## config.mk

```make
export PLATFORM = sky130hd
export DESIGN_NAME = inst_fetch_queue_flat
export DESIGN_NICKNAME = d
export VERILOG_FILES = /design/src/rtl/inst_fetch_queue_if.sv /design/src/rtl/inst_fetch_queue.sv /design/src/flat_wrapper.sv
export SDC_FILE = /design/constraint.sdc
export NUM_CORES = 1
export LEC_CHECK = 0
export ABC_AREA = 1
export ABC_CLOCK_PERIOD_IN_PS = 5300
export BUFFER_PORTS_ARGS = -buffer_cell sky130_fd_sc_hd__buf_2
export CELL_PAD_IN_SITES_DETAIL_PLACEMENT = 0
export CELL_PAD_IN_SITES_GLOBAL_PLACEMENT = 1
export CORE_MARGIN = 4
export CORE_UTILIZATION = 30
export DETAILED_ROUTE_END_ITERATION = 10
export PLACE_DENSITY_LB_ADDON = 0.1
export SYNTH_ARGS = -nofsm -noshare
export SYNTH_HDL_FRONTEND = slang
export SYNTH_SLANG_ARGS = --single-unit
```

## constraint.sdc

```tcl
create_clock -name clk -period 5.3 [get_ports clk]
set_input_delay 0.265 -clock clk [delete_from_list [all_inputs] [get_ports clk]]
set_output_delay 0.265 -clock clk [all_outputs]
set_load 0.02 [all_outputs]
```

## src/rtl/inst_fetch_queue_if.sv

```systemverilog
// Signal bundle joining the fetch queue to instruction memory, the redirect
// source and the decode stage. "master" is the fetch queue, "slave" its surroundings.
interface inst_fetch_queue_if #(
   parameter int DEPTH  = 4,
   parameter int ADDR_W = 8,
   parameter int DATA_W = 32
);
   localparam int CNT_W = $clog2(DEPTH) + 1;

   logic              mem_req;
   logic [ADDR_W-1:0] mem_addr;
   logic [DATA_W-1:0] mem_rdata;
   logic              redirect;
   logic [ADDR_W-1:0] redirect_pc;
   logic              inst_valid;
   logic              inst_ready;
   logic [DATA_W-1:0] inst_out;
   logic [ADDR_W-1:0] inst_pc;
   logic [CNT_W-1:0]  count;

   modport master (
      output mem_req,
      output mem_addr,
      input  mem_rdata,
      input  redirect,
      input  redirect_pc,
      output inst_valid,
      input  inst_ready,
      output inst_out,
      output inst_pc,
      output count
   );

   modport slave (
      input  mem_req,
      input  mem_addr,
      output mem_rdata,
      output redirect,
      output redirect_pc,
      input  inst_valid,
      output inst_ready,
      input  inst_out,
      input  inst_pc,
      input  count
   );
endinterface

```

## src/rtl/inst_fetch_queue.sv

```systemverilog
// Fetch stage: owns the fetch PC, issues 1-cycle-latency InstMem reads and buffers
// the returned {pc, instruction} pairs in a small FIFO with a valid/ready output.
module inst_fetch_queue #(
   parameter int DEPTH  = 4,
   parameter int ADDR_W = 8,
   parameter int DATA_W = 32
) (
   input  logic                clk,
   input  logic                rst,
   inst_fetch_queue_if.master  bus
);
   localparam int PTR_W = $clog2(DEPTH);
   localparam int CNT_W = PTR_W + 1;
   localparam logic [CNT_W:0]    DEPTH_C  = (CNT_W+1)'(DEPTH);
   localparam logic [DATA_W-1:0] NOP_INSN = DATA_W'(32'h0000_0013);

   logic [ADDR_W-1:0] fetch_pc_q, fetch_pc_d;
   logic              pend_q, pend_d;
   logic [ADDR_W-1:0] pend_pc_q, pend_pc_d;
   logic [PTR_W-1:0]  rd_ptr_q, rd_ptr_d;
   logic [PTR_W-1:0]  wr_ptr_q, wr_ptr_d;
   logic [CNT_W-1:0]  count_q, count_d;

   logic [ADDR_W-1:0] pc_mem_q   [DEPTH];
   logic [DATA_W-1:0] data_mem_q [DEPTH];

   logic              issue;
   logic              push;
   logic              pop;
   logic              head_valid;
   logic [CNT_W:0]    credit_used;

   // Outstanding request counts as an occupied slot, so a returning word always fits.
   assign credit_used = {1'b0, count_q} + {{CNT_W{1'b0}}, pend_q};
   assign issue       = !rst && !bus.redirect && (credit_used < DEPTH_C);
   assign push        = !rst && !bus.redirect && pend_q;
   assign head_valid  = !rst && (count_q != '0);
   assign pop         = head_valid && bus.inst_ready;

   always_comb begin
      fetch_pc_d = fetch_pc_q;
      pend_d     = issue;
      pend_pc_d  = pend_pc_q;
      rd_ptr_d   = rd_ptr_q;
      wr_ptr_d   = wr_ptr_q;
      count_d    = count_q;

      if (issue) begin
         pend_pc_d  = fetch_pc_q;
         fetch_pc_d = fetch_pc_q + ADDR_W'(4);
      end
      if (push) begin
         wr_ptr_d = wr_ptr_q + PTR_W'(1);
      end
      if (pop) begin
         rd_ptr_d = rd_ptr_q + PTR_W'(1);
      end
      case ({push, pop})
         2'b10:   count_d = count_q + CNT_W'(1);
         2'b01:   count_d = count_q - CNT_W'(1);
         default: count_d = count_q;
      endcase

      // A redirect discards everything buffered or in flight and restarts aligned.
      if (bus.redirect) begin
         fetch_pc_d = bus.redirect_pc & ~ADDR_W'(3);
         pend_d     = 1'b0;
         rd_ptr_d   = '0;
         wr_ptr_d   = '0;
         count_d    = '0;
      end
   end

   always_ff @(posedge clk) begin
      if (rst) begin
         fetch_pc_q <= '0;
         pend_q     <= 1'b0;
         pend_pc_q  <= '0;
         rd_ptr_q   <= '0;
         wr_ptr_q   <= '0;
         count_q    <= '0;
      end else begin
         fetch_pc_q <= fetch_pc_d;
         pend_q     <= pend_d;
         pend_pc_q  <= pend_pc_d;
         rd_ptr_q   <= rd_ptr_d;
         wr_ptr_q   <= wr_ptr_d;
         count_q    <= count_d;
      end
   end

   always_ff @(posedge clk) begin
      if (push) begin
         pc_mem_q[wr_ptr_q]   <= pend_pc_q;
         data_mem_q[wr_ptr_q] <= bus.mem_rdata;
      end
   end

   assign bus.mem_req    = issue;
   assign bus.mem_addr   = fetch_pc_q;
   assign bus.inst_valid = head_valid;
   assign bus.inst_out   = head_valid ? data_mem_q[rd_ptr_q] : NOP_INSN;
   assign bus.inst_pc    = head_valid ? pc_mem_q[rd_ptr_q] : '0;
   assign bus.count      = count_q;
endmodule

```

## src/flat_wrapper.sv

```systemverilog
// flat-port wrapper written by rule: the top's interface ports become plain ports
module inst_fetch_queue_flat 
#(
   parameter int DEPTH  = 4,
   parameter int ADDR_W = 8,
   parameter int DATA_W = 32
)
  (clk, rst, bus_mem_req, bus_mem_addr, bus_mem_rdata, bus_redirect, bus_redirect_pc, bus_inst_valid, bus_inst_ready, bus_inst_out, bus_inst_pc, bus_count);
  inst_fetch_queue_if #(.DEPTH(DEPTH), .ADDR_W(ADDR_W), .DATA_W(DATA_W)) bus_i ();
  input  logic clk;
  input  logic rst;
  output wire logic [$bits(bus_i.mem_req)-1:0] bus_mem_req;
  output wire logic [$bits(bus_i.mem_addr)-1:0] bus_mem_addr;
  input wire logic [$bits(bus_i.mem_rdata)-1:0] bus_mem_rdata;
  input wire logic [$bits(bus_i.redirect)-1:0] bus_redirect;
  input wire logic [$bits(bus_i.redirect_pc)-1:0] bus_redirect_pc;
  output wire logic [$bits(bus_i.inst_valid)-1:0] bus_inst_valid;
  input wire logic [$bits(bus_i.inst_ready)-1:0] bus_inst_ready;
  output wire logic [$bits(bus_i.inst_out)-1:0] bus_inst_out;
  output wire logic [$bits(bus_i.inst_pc)-1:0] bus_inst_pc;
  output wire logic [$bits(bus_i.count)-1:0] bus_count;
  assign bus_mem_req = bus_i.mem_req;
  assign bus_mem_addr = bus_i.mem_addr;
  assign bus_i.mem_rdata = bus_mem_rdata;
  assign bus_i.redirect = bus_redirect;
  assign bus_i.redirect_pc = bus_redirect_pc;
  assign bus_inst_valid = bus_i.inst_valid;
  assign bus_i.inst_ready = bus_inst_ready;
  assign bus_inst_out = bus_i.inst_out;
  assign bus_inst_pc = bus_i.inst_pc;
  assign bus_count = bus_i.count;
  inst_fetch_queue #(.DEPTH(DEPTH), .ADDR_W(ADDR_W), .DATA_W(DATA_W)) u_core (.clk(clk), .rst(rst), .bus(bus_i));
endmodule
```

# After elaboration in Yosys (flattened, before gate mapping)
# Memories as Yosys holds them, arrays and structs flattened. A register that Yosys moved wholly into a read port is not among the register bits.
# Index checks and enable logic that the tools add are counted.
# Widths: inputs -> output; s select.
dict set report totals {
  reg_bits 24
  word_cells 40
  memories 2
  ramBits 160
  inputBits 44
  output_inout_bits 53
}
# memory words word_bits rd rd_clocked_by_memory_dff wr line
set memory_table {}
lappend memory_table {u_core.data_mem_q 4 32 1 1 1 inst_fetch_queue.sv:25} ;# logic [DATA_W-1:0] data_mem_q [DEPTH];
lappend memory_table {u_core.pc_mem_q 4 8 1 1 1 inst_fetch_queue.sv:24} ;# logic [ADDR_W-1:0] pc_mem_q [DEPTH];
dict set report op_classes {
  n_reduce_logical 11
  add_sub_neg 6
  magnitude_cmp 1
  eq_ne 2
  muxes 11
}
# operator n
set op_table {}
lappend op_table {{$mux 32} 1}
lappend op_table {{$mux 8} 3}
lappend op_table {{$add 8x3->8 const B} 1}
lappend op_table {{$mux 2} 4}
lappend op_table {{$pmux 3 s2} 1}
lappend op_table {{$logic_and 1x1->1} 5}
lappend op_table {{$add 2x1->2 const B} 2}
lappend op_table {{$add 3x1->4} 1}
lappend op_table {{$lt 4x3->1 const B} 1}
lappend op_table {{$reduce_bool 2->1} 2}
lappend op_table {{$add 3x1->3 const B} 1}
lappend op_table {{$reduce_bool 3->1} 1}
lappend op_table {{$sub 3x1->3 const B} 1}
lappend op_table {{$eq 2x1->1 const B} 1}
lappend op_table {{$eq 2x2->1 const B} 1}
lappend op_table {{$logic_not 1->1} 2}
lappend op_table {{$mux 1} 2}
lappend op_table {{$reduce_or 2->1} 1}

# Logic depth before layout (Yosys ltp)
# Gate-level depths: netlist (run 1).
dict set report logic_depth {
  ltp_word 5
  depth_mapped 11
  mapped_depth_nobuf 11
}

# Worst setup path after synthesis (run 1)
# OpenSTA, ideal clock, no wires.
dict set report synth_path {
  path_kind {input port to flip-flop}
  from {in bus_redirect}
  to {mem u_core.data_mem_q[0][0], enable pin}
  required_ps 4867
  arrival_time_ps 2275
  slack_ps 2592
  setup_time_ps 433
  cell_stages 4
  path_buffers 1
  path_cell_list {buf_6 nor2_4 nand2_1 nor2_1}
}
dict set report synth_via {
  elab_chain_len 5
}
# element line
set synth_lines {}
lappend synth_lines {{from (decl)} flat_wrapper.sv:15} ;# input wire logic [$bits(bus_i.redirect)-1:0] bus_redirect;
lappend synth_lines {{$logic_not 1->1} inst_fetch_queue.sv:36} ;# assign push = !rst && !bus.redirect && pend_q;
lappend synth_lines {{$logic_and 1x1->1 (2 in series)} inst_fetch_queue.sv:36}
lappend synth_lines {{$mux 1} inst_fetch_queue.sv:93} ;# if (push) begin
lappend synth_lines {{$mux 1 (not written as such)} inst_fetch_queue.sv:95} ;# data_mem_q[wr_ptr_q] <= bus.mem_rdata;
lappend synth_lines {{to (decl)} inst_fetch_queue.sv:25}
# No other way between the ends.

==> results.json, run 1 <==
{
  "path_clk_slew_ns": 0.06,
  "grt_pass1_wl_um": 25500,
  "power_mw": 2.74,
  "cp_cell_sequence": "inv_2 -> nor2_1 -> o21ai_0 -> a21oi_1 -> buf_2",
  "finalMaxSlewViolations": 0,
  "maxCapViolations": 0,
  "grt_antenna_before_repair": 1,
  "syn_area_per_cell_um2": 11.7,
  "hold-worst-slack_ns": 0.0660,
  "r2r_start": "u_core.bus.count[1]",
  "status": "complete, no violations",
  "drive_gt1_share_pct": 20.0,
  "drc": 0,
  "synth_top_cell_by_area": "edfxtp_1",
  "syn_to_final_growth_pct": 18.3,
  "p_leak_nw": 3.02,
  "place_hpwl_um": 9130,
  "netlist_top_cells_area": "edfxtp_1 65%, nor2_1 9.4%, dfxtp_1 6.3%",
  "grt_usage_pct": 12.9,
  "seq_area_frac_synth_pct": 71.5,
  "rows": 55,
  "fillers": 2225,
  "core-area_um2": 22800,
  "cp_max_fo": 39,
  "r2r-end": "u_core.bus.count[2]",
  "start_kind": "flop",
  "required_ns": 5.04,
  "cts.sinks": 174,
  "clk_latency_ns": 0.41,
  "whs_endpoint": "u_core.data_mem_q[3][29]",
  "cts_root_buffer": "clkbuf_16",
  "dr.pass1.iters": 4,
  "die-area_um2": 25800,
  "rrSetupSlack_ns": 2.40,
  "ios": 97,
  "max_freq_mhz": 315,
  "cts_tree": "built",
  "hold_path_startpoint": "bus_mem_rdata[29]",
  "fp.dieH_um": 161,
  "clock_skew_ns": 0.00467,
  "start_util_pct": 30.7,
  "maxSlewHeadroom_pct": 26.9,
  "crit_arrival_ns": 2.91,
  "slowest_delay_ns": 1.00,
  "post_dp_cell_area_um2": 7730,
  "setup_viol": 0,
  "finalCritPeriodShare_pct": 59.9,
  "hold_depth": 1,
  "clk_path_buf_depth": 2,
  "slowest_stage": "dfxtp_2",
  "synth.most_common_cell": "nor2_1",
  "syn_inst": 600,
  "grt_max_degree": 77,
  "vias": 4492,
  "r2r_cells": 11,
  "first_global_vias": 4579,
  "power_density_nw_per_um2": 331,
  "worstSetupPathType": "flop to primary output",
  "ys_seq_elements": 174,
  "yosys-top-cells-count": "176 x nor2_1, 152 x edfxtp_1, 82 x o21ai_0",
  "cts_resized": 0,
  "worst_slack_ns": 2.13,
  "htree_levels": 4,
  "synth_edf_count": 152,
  "fin_setup_tns_ns": 0,
  "ys_warn_count": 0,
  "yosysTopAreaCellShare_pct": 65.2,
  "rsz0062_at_grt": "no",
  "die_x_um": 161,
  "via_per_inst": 4.46,
  "syn_area_um2": 7000,
  "cp-end-kind": "primary output",
  "tightest_slew_ns": 1.09,
  "routed_wl_um": 16600,
  "ys.flop_type": "edfxtp_1",
  "fin_area_um2": 8280,
  "grt_overflow": 0,
  "cts_buffers": 17,
  "pre_cts_slack_ns": 2.22,
  "hold_class": "primary input to flop",
  "gp_congestion": 0.775,
  "cts_setup_buffers": 0,
  "ant_nets": 0,
  "ys_types": 29,
  "period_needed_ns": 3.17,
  "ir_worst_vdd_mv": 0.190,
  "final_hold_viol_count": 0,
  "cts_hold_buf": 0,
  "layout.nets": 733,
  "first_iter_violations": 305,
  "wl_per_cell_um": 16.4,
  "io_buffers": 90,
  "async_reset_ff_share_pct": 0
}
## worst max-delay path by stage
stage,slack [ns],startpoint,to,cells past startpoint
detailed placement,2.22,rst,u_core.bus.count[2],11
floorplan,2.59,bus_redirect,u_core.data_mem_q[0][0],4
CTS,1.93,flop,bus_inst_out[31],5
global route,1.80,flop,bus_inst_out[31],5
global placement,2.24,rst,u_core.bus.count[2],11
finish,2.13,flop,bus_inst_out[31],5
## flip-flops by register name, indices dropped and copies added (netlist names), named ones only
register	flops
u_core.data_mem_q	128
u_core.pc_mem_q	24
u_core.pend_pc_q	6
u_core.bus.mem_addr	6
u_core.wr_ptr_q	2
u_core.rd_ptr_q	2
u_core.bus.count	3
u_core.pend_q	1
## placed cells by master (no fill, tap or decap), drive strengths merged, types with 4 or more instances in the layout
cell type,netlist,layout
edfxtp,152,152
nand3,13,13
inv,26,29
clkinvlp,0,5
o21ai,84,84
buf,26,96
conb,1,4
a21oi,47,47
nand2,22,22
nor2,178,178
clkinv,0,4
clkbuf,10,18
dfxtp,22,22
ha,6,6
## layout make-up
type | count | area, µm² | area share (%)
Inverter | 26 | 97.6 | 1.18
Multi-Input combinational cell | 367 | 1740 | 21.0
Clock inverter | 13 | 116 | 1.41
Timing Repair Buffer | 96 | 495 | 5.99
Clock buffer | 18 | 429 | 5.19
Antenna cell | 1 | 2.50 | 0.0302
Sequential cell | 174 | 5010 | 60.5
Tap cell | 313 | 392 | 4.73
## kinds of logic after synthesis
family                   after synthesis  share of synthesized area [%]
buffers and inverters                 62                           4.29
other                                  1                         0.0536
AND/OR/NAND/NOR                      215                           12.2
adder cells (fa/ha/maj)                7                           1.36
flip-flops                           174                           71.5
XOR/XNOR                               4                          0.501
AO/OA/AOI/OAI                        137                           10.1
## stage by stage
step	utilization, %	std cells
after global routing	36.3	1007
after detailed placement	33.9	976
after floorplan	-	603
after CTS	36.3	1007
after global placement	33.9	976
final	36.3	1008
## critical path, delay by kind of cell (launching register included)
kind / cells / cell delay (ns)
and+or+nand+nor: 1 / 0.22
AOI/OAI and AO/OA: 2 / 0.34
DFF: 1 / 1.00
buffers and inverters: 2 / 0.90
## power by group
| part | internal [mW] | switching (mW) | leakage (nW) |
|---|---|---|---|
| Clock | 0.645 | 0.499 | 0.253 |
| Sequential | 1.50 | 0.0104 | 1.56 |
| Combinational | 0.0275 | 0.0530 | 1.21 |
| Total | 2.17 | 0.563 | 3.02 |
## per-layer routing
layer	wire length [µm]	track usage [%]	vias to the layer above
li1	-	-	2236
met1	7590	16.0	2156
met2	8060	22.2	85
met3	740	3.77	13
met4	163	3.61	2
met5	13	0	-
Power figures use the tool's default switching activity.
==> run 2, diff against run 1 <==
- ABC_AREA: 1 -> 0
- ABC_CLOCK_PERIOD_IN_PS: 5300 -> 2600
- clock period: 5.3 -> 2.6 ns (I/O delays scaled with it)
==> run 2 against run 1 <==
Effect of this change: largest cell class unchanged; combinational power grew to 2.5 times the previous value; setup slack worse by 1.7 ns; global-route usage shrank 1.2 points; synthesized cell count decreased by 37%; cell area grew 4.8%; non-clock buffer count is 40 higher; hold slack worse by 0.039 ns.
==> results.json, run 2 <==
{
  "layout.nets": 560,
  "final_hold_viol_count": 0,
  "ir_worst_vdd_mv": 0.398,
  "tightest_slew_ns": 0.622,
  "core-area_um2": 22600,
  "routed_wl_um": 14500,
  "cts_tree": "built",
  "dr.pass1.iters": 5,
  "clock_skew_ns": 0.0105,
  "yosys-top-cells-count": "152 x edfxtp_1, 38 x mux4_2, 35 x and2_1",
  "die_x_um": 159,
  "rrSetupSlack_ns": 0.50,
  "largest_register_ffs": 128,
  "path_clk_slew_ns": 0.07,
  "rows": 55,
  "ys_seq_elements": 174,
  "p_leak_nw": 3.02,
  "first_global_vias": 4054,
  "fin_setup_tns_ns": 0,
  "cts_resized": 0,
  "ys.flop_type": "edfxtp_1",
  "first_iter_violations": 276,
  "fp.dieH_um": 159,
  "ios": 97,
  "grt_usage_pct": 11.8,
  "slowest_stage": "nor3_2",
  "power_density_nw_per_um2": 675,
  "cp_max_fo": 36,
  "clk_path_buf_depth": 2,
  "ys_warn_count": 0,
  "post_dp_cell_area_um2": 7710,
  "grt_overflow": 0,
  "status": "complete, no violations",
  "max_freq_mhz": 454,
  "reg_top3": "u_core.data_mem_q: 128 flops, u_core.pc_mem_q: 24 flops",
  "drc": 0,
  "cts.sinks": 174,
  "vias": 3794,
  "cp-end-kind": "primary output",
  "wl_per_cell_um": 18.0,
  "cts_hold_buf": 36,
  "die-area_um2": 25400,
  "grt_pass1_wl_um": 23100,
  "async_reset_ff_share_pct": 0,
  "cts_root_buffer": "clkbuf_16",
  "cp_cell_sequence": "nor3_2 -> nor2_2 -> buf_4 -> and2_1 -> buf_2",
  "crit_arrival_ns": 2.07,
  "slowest_delay_ns": 0.56,
  "worstSetupPathType": "flop to primary output",
  "rsz0062_at_grt": "no",
  "yosysTopAreaCellShare_pct": 66.4,
  "hold_class": "primary input to flop",
  "htree_levels": 4,
  "setup_viol": 0,
  "top_register": "u_core.data_mem_q",
  "start_kind": "flop",
  "grt_max_degree": 39,
  "finalMaxSlewViolations": 0,
  "grt_antenna_before_repair": 0,
  "netlist_top_cells_area": "edfxtp_1 66%, mux4_2 12%, dfxtp_1 6.4%",
  "period_needed_ns": 2.20,
  "via_per_inst": 4.70,
  "gp_congestion": 0.696,
  "ys_types": 45,
  "synth.most_common_cell": "edfxtp_1",
  "synth_top_cell_by_area": "edfxtp_1",
  "maxSlewHeadroom_pct": 58.3,
  "start_util_pct": 30.4,
  "cts_setup_buffers": 0,
  "place_hpwl_um": 8620,
  "hold-worst-slack_ns": 0.0268,
  "required_ns": 2.47,
  "antennaDiodeCount": 0,
  "ant_nets": 0,
  "finalCritPeriodShare_pct": 84.8,
  "io_buffers": 90,
  "layout_common_cells": "152 x edfxtp_1, 90 x buf_2, 38 x mux4_2",
  "fin_area_um2": 8670,
  "syn_area_per_cell_um2": 18.2,
  "cts_buffers": 17,
  "layout_commonest_cell": "edfxtp_1",
  "syn_inst": 377,
  "maxCapViolations": 0,
  "drive_gt1_share_pct": 34.3,
  "seq_area_frac_synth_pct": 72.8,
  "syn_area_um2": 6870,
  "syn_to_final_growth_pct": 26.2,
  "clk_latency_ns": 0.42,
  "synth_edf_count": 152
}
[run 2: worst paths after layout]
| check | from | to | cells after the start |
|---|---|---|---|
| max | u_core.bus.count[2] | bus_inst_out[17] | 5 |
| min | bus_redirect_pc[6] | u_core.bus.mem_addr[6] | 3 |
| max reg2reg | u_core.bus.count[2] | u_core.bus.count[2] | 8 |
| min reg2reg | u_core.rd_ptr_q[1] | flop | 2 |
[run 2: where the power goes]
| part | total, mW | switching (mW) | internal (mW) |
|---|---|---|---|
| clock | 2.58 | 1.05 | 1.52 |
| sequential | 3.07 | 0.0198 | 3.05 |
| combinational | 0.203 | 0.105 | 0.0977 |
| total | 5.85 | 1.18 | 4.67 |
[run 2: kinds of logic after synthesis]
group / Yosys count / synth area share, %
adder cells (fa/ha/maj): 7 / 1.38
buffers and inverters: 34 / 2.37
other: 1 / 0.0546
XOR/XNOR: 3 / 0.382
multiplexers: 40 / 12.7
flip-flops: 174 / 72.8
AO/OA/AOI/OAI: 33 / 3.06
AND/OR/NAND/NOR: 85 / 7.19
[run 2: cell type report]
class / instances / area (µm²)
clock inverter: 15 / 180
inverter: 8 / 30.0
tap: 285 / 357
multi-input combinational: 172 / 1720
fill: 2131 / 13900
timing repair buffer: 136 / 948
clock buffer: 17 / 425
sequential: 174 / 5010
[run 2: worst max-delay path: cells and delay by family, from the launching register on]
kind          cells  cell delay (ns)
buf+inv           2             0.45
simple gates      3             0.83
flops             1             0.37
[run 2: metrics by stage]
stage	cells	setup slack (ns)	utilization, %	power (mW)
after CTS	807	0.329	38.4	5.93
final	807	0.396	38.4	5.85
after floorplan	380	0.527	-	3.21
after global routing	807	0.273	38.4	6.08
after detailed placement	739	0.509	34.2	3.30
after global placement	739	0.511	34.2	3.29
[run 2: metal layers]
metal / global-route usage [%] / share of wire, % / vias up
met5: 0 / 0 / -
met2: 19.6 / 51 / 78
met1: 15.2 / 44 / 1960
li1: - / - / 1746
met4: 3.08 / 0.92 / 0
met3: 3.34 / 3.9 / 10
